**config.mk**
```make
export PLATFORM = sky130hd
export DESIGN_NAME = acc_cpu_param
export DESIGN_NICKNAME = d
export VERILOG_FILES = /design/src/rtl/acc_cpu_param.sv
export SDC_FILE = /design/constraint.sdc
export NUM_CORES = 1
export LEC_CHECK = 0
export CORE_MARGIN = 2
export CORE_UTILIZATION = 55
export CTS_CLUSTER_DIAMETER = 200
export CTS_CLUSTER_SIZE = 16
export DETAILED_ROUTE_END_ITERATION = 8
export PLACE_DENSITY = 0.85
export REMOVE_ABC_BUFFERS = 1
export SETUP_SLACK_MARGIN = 0.1
export SLEW_MARGIN = 5
export SYNTH_ARGS = -nofsm -noshare
export SYNTH_HDL_FRONTEND = slang
export SYNTH_SLANG_ARGS = --single-unit
```
**constraint.sdc**
```tcl
create_clock -name clk -period 5.64 [get_ports clk]
set_input_delay 1.41 -clock clk [delete_from_list [all_inputs] [get_ports clk]]
set_output_delay 1.41 -clock clk [all_outputs]
set_load 0.02 [all_outputs]
```
**src/rtl/acc_cpu_param.sv**
```systemverilog
// Parametrised accumulator CPU core: one externally supplied instruction per valid cycle, with flags and a halt state.
// Build option: define ACC_CPU_SAT_EN to make ADD unsigned-saturating instead of wrapping.
module acc_cpu_param #(
    parameter int DATA_W = 8,
    parameter int REG_N  = 8,
    parameter int PC_W   = 8,
    parameter int INS_W  = 6
) (
    input  logic              clk,
    input  logic              rst,
    input  logic [INS_W-1:0]  ins_i,
    input  logic              ins_valid_i,
    output logic [PC_W-1:0]   pc_o,
    output logic [DATA_W-1:0] acc_o,
    output logic              zero_o,
    output logic              carry_o,
    output logic              halted_o
);
    localparam int REG_AW = (REG_N > 1) ? $clog2(REG_N) : 1;

    typedef enum logic {S_RUN = 1'b0, S_HALT = 1'b1} state_t;

    typedef struct packed {
        logic              load;
        logic [1:0]        op;
        logic [2:0]        sub;
        logic [REG_AW-1:0] ra;
    } dec_t;

    state_t                         state, state_n;
    dec_t                           d;
    logic [REG_N-1:0][DATA_W-1:0]   bank;
    logic signed [INS_W-2:0]        imm;
    logic [DATA_W-1:0]              rd;
    logic [DATA_W:0]                sum;
    logic [DATA_W-1:0]              acc_n;
    logic [PC_W-1:0]                pc_n;
    logic                           carry_n, zero_n, acc_wr, bank_wr, exec;

    always_comb begin
        d.load = ins_i[INS_W-1];
        d.op   = ins_i[INS_W-2:INS_W-3];
        d.sub  = ins_i[2:0];
        d.ra   = ins_i[REG_AW-1:0];
    end

    assign imm  = ins_i[INS_W-2:0];
    assign rd   = bank[d.ra];
    assign exec = ins_valid_i && (state == S_RUN);

    always_comb begin
        state_n = state;
        acc_n   = acc_o;
        pc_n    = pc_o;
        carry_n = carry_o;
        zero_n  = zero_o;
        acc_wr  = 1'b0;
        bank_wr = 1'b0;
        sum     = {1'b0, rd} + {1'b0, acc_o};
        if (exec) begin
            pc_n = pc_o + PC_W'(1);
            if (d.load) begin
                acc_n  = DATA_W'(imm);
                acc_wr = 1'b1;
            end else begin
                case (d.op)
                    2'b01: bank_wr = 1'b1;
                    2'b10: begin
`ifdef ACC_CPU_SAT_EN
                        acc_n   = sum[DATA_W] ? '1 : sum[DATA_W-1:0];
`else
                        acc_n   = sum[DATA_W-1:0];
`endif
                        carry_n = sum[DATA_W];
                        acc_wr  = 1'b1;
                    end
                    // Branch target replaces pc+1; acc=0 yields a legal self-loop.
                    2'b11: if (rd > acc_o) pc_n = pc_o - PC_W'(acc_o);
                    default: begin
                        case (d.sub)
                            3'b001: begin acc_n = ~acc_o; acc_wr = 1'b1; end
                            3'b010: begin acc_n = -acc_o; acc_wr = 1'b1; end
                            3'b011: begin
                                {carry_n, acc_n} = {acc_o, 1'b0};
                                acc_wr = 1'b1;
                            end
                            3'b100: begin
                                acc_n   = {acc_o[DATA_W-1], acc_o[DATA_W-1:1]};
                                carry_n = acc_o[0];
                                acc_wr  = 1'b1;
                            end
                            3'b101: state_n = S_HALT;
                            default: ;
                        endcase
                    end
                endcase
            end
            if (acc_wr) zero_n = (acc_n == '0);
        end
    end

    always_ff @(posedge clk) begin
        if (rst) begin
            state   <= S_RUN;
            pc_o    <= '0;
            acc_o   <= '0;
            zero_o  <= 1'b0;
            carry_o <= 1'b0;
            bank    <= '0;
        end else begin
            state   <= state_n;
            pc_o    <= pc_n;
            acc_o   <= acc_n;
            zero_o  <= zero_n;
            carry_o <= carry_n;
            if (bank_wr) bank[d.ra] <= acc_o;
        end
    end

    assign halted_o = (state == S_HALT);
endmodule

```
==> flow_summary.json <==
{
  "fmax_mhz": 211,
  "tns_ns": 0,
  "setup_viol": 0,
  "critPathTopFamily": "compound AO/OA/AOI/OAI gates",
  "cts_htree_levels": 3,
  "vias": 5024,
  "gp_congestion": 1.01,
  "finalPower_mw": 1.29,
  "yosys-top-cells-area": "dfxtp_1 32%, nor2_1 8.2%, a21oi_1 8.1%",
  "grt.busiest_layer": "met2",
  "cts_tree": "done",
  "numCtsBuffers": 9,
  "core_um2": 9240,
  "clk_pin_slew_ns": 0.10,
  "synth_top_cell_area_share": 0.318,
  "required_ns": 5.90,
  "synth_edf_count": 0,
  "fin_crit_ns": 4.75,
  "ctsResizeCount": 0,
  "ctsHoldBuffers": 0,
  "critPathArrivalTime_ns": 5.01,
  "die_area_um2": 10300,
  "cts_setup_buffers": 0,
  "endpoint_kind": "register",
  "status": "finished clean",
  "worstMarginPinSlew_ns": 0.831,
  "grt_pass1_wl_um": 23900,
  "dp_hpwl_um": 10100,
  "async_reset_ff_frac": 0,
  "portBuffers": 27,
  "slowest_delay_ns": 0.64,
  "power_density_nw_per_um2": 226,
  "finalHoldViolCount": 0,
  "critPathSlowestCell": "a21oi_2",
  "drt_iter0_drc": 388,
  "track_usage": 0.298,
  "ys.warnings.count": 0,
  "fp.dieW_um": 101,
  "vdd_drop_max_mv": 0.155,
  "grt_max_degree": 53,
  "finClkSkew_ns": 0.0133,
  "worstHoldPathType": "register to register",
  "seq_area_frac_synth": 0.318,
  "area_growth_pct": 9.64,
  "rsz0062_at_grt": "false",
  "crit_buf_inv": 1,
  "final_nets": 694,
  "postSynthCellCount": 658,
  "rows": 35,
  "synth-seq-cells": 83,
  "num_antenna_cells": 0,
  "mostFrequentLayoutCells": "113 x nor2_1, 84 x a21oi_1, 83 x dfxtp_1",
  "io_pins": 28,
  "post-route-period-util": 0.842,
  "synth_top_cell_by_area": "dfxtp_1",
  "first_global_vias": 4868,
  "drt_pass1_iterations": 5,
  "ant_nets": 0,
  "crit_fanout": 19,
  "final_common_cell": "nor2_1",
  "drv_slew": 0,
  "remaining_drc_errors": 0,
  "clockBufferDepth": 2,
  "post_drt_wl_per_cell_um": 18.6,
  "drv_cap": 0,
  "cts.sinks": 83,
  "met2_usage": 0.477,
  "crit_type": "input pin to register",
  "met3_usage": 0.0697,
  "place_area_um2": 5510,
  "ys_types": 67,
  "die_y_um": 101,
  "grt-ovfl-total": 0,
  "wirelength_um": 14700,
  "antenna_found_initial": 0,
  "initial_core_util": 0.565,
  "synth_flop_cell": "dfxtp_1",
  "avgSynthCellArea_um2": 7.93,
  "slew_headroom": 0.446,
  "start_kind": "input pin",
  "cts_root_buffer": "clkbuf_8",
  "use_met1": 0.372,
  "p_leak_nw": 2.08,
  "final_layout_size_suffix_gt1_frac": 0.0995,
  "crit_chain": "buf_2 > mux4_2 > mux2_2 > ha_1 > nand2_1 > a211oi_1 > o221ai_1 > a21oi_2 > o21ai_0 > a32o_1 > a31o_2",
  "netlist_area_um2": 5220,
  "clock_latency_ns": 0.36,
  "fin_area_um2": 5720,
  "via_per_inst": 6.34
}
==> report_power, final <==
part	switching, mW	total [mW]	internal [mW]
Combinational	0.141	0.229	0.0878
Sequential	0.0198	0.613	0.593
Clock	0.239	0.451	0.212
==> Yosys cell counts, types with 7 or more instances <==
master,n
a211oi_1,12
clkbuf_1,32
a31oi_1,7
nand3_1,29
nand2_1,52
nor2_1,114
nor2b_1,12
mux4_2,16
xnor2_1,10
inv_1,16
mux2_2,7
a21oi_1,84
ha_1,25
dfxtp_1,83
nor3_1,14
nand2b_1,15
o21ai_0,14
buf_2,13
==> final timing paths <==
| kind | start | endpoint | slack [ns] | cells after the start |
|---|---|---|---|---|
| max | ins_i[0] | pc_o[6] | 0.89 | 11 |
| max reg2reg | acc_o[2] | pc_o[6] | 1.88 | 9 |
| min reg2reg | bank[22] | bank[22] | 0.46 | 2 |
| min | bank[22] | bank[22] | 0.46 | 2 |
==> final cells by class <==
type                            instances  area [um2]
Sequential cell                        83        1660
Fill cell                             807        3520
Inverter                               21        78.8
Timing Repair Buffer                   41         360
Tap cell                              129         161
Clock buffer                            9         124
Clock inverter                          7        82.6
Multi-Input combinational cell        502        3250
==> flip-flops by register name (all words and copies together), names as in the netlist <==
signal	flops
zero_o	1
pc_o	8
halted_o	1
bank	64
carry_o	1
acc_o	8
==> through the flow <==
step,setup WS [ns],hold slack (ns),std cells,util
floorplan,1.17,0.427,606,-
global placement,0.627,0.439,776,0.597
detailed placement,0.549,0.449,776,0.597
CTS,0.884,0.461,792,0.619
global route,0.647,0.480,792,0.619
finish,0.890,0.457,792,0.619
==> kinds of logic after synthesis <==
group / Yosys count / share of synthesized area
DFF: 83 / 0.318
xor gates and xnor gates: 10 / 0.0168
adders and majority gates: 27 / 0.0676
and+or+nand+nor: 266 / 0.237
buffers and inverters: 73 / 0.0588
AOI/OAI and AO/OA: 171 / 0.208
muxes: 28 / 0.0938
==> metal layers <==
layer  vias up  wire length [um]
li1       2341                 -
met5         -                 0
met2       271              6760
met3        55              1300
met4         0               765
met1      2357              5920
==> tightest hold or removal path: stages, from the launching register on <==
cell	delay (ns)
dfxtp_1	0.32
nand2_1	0.05
a21oi_1	0.05
No activity file was read; power rests on OpenSTA's default activity.
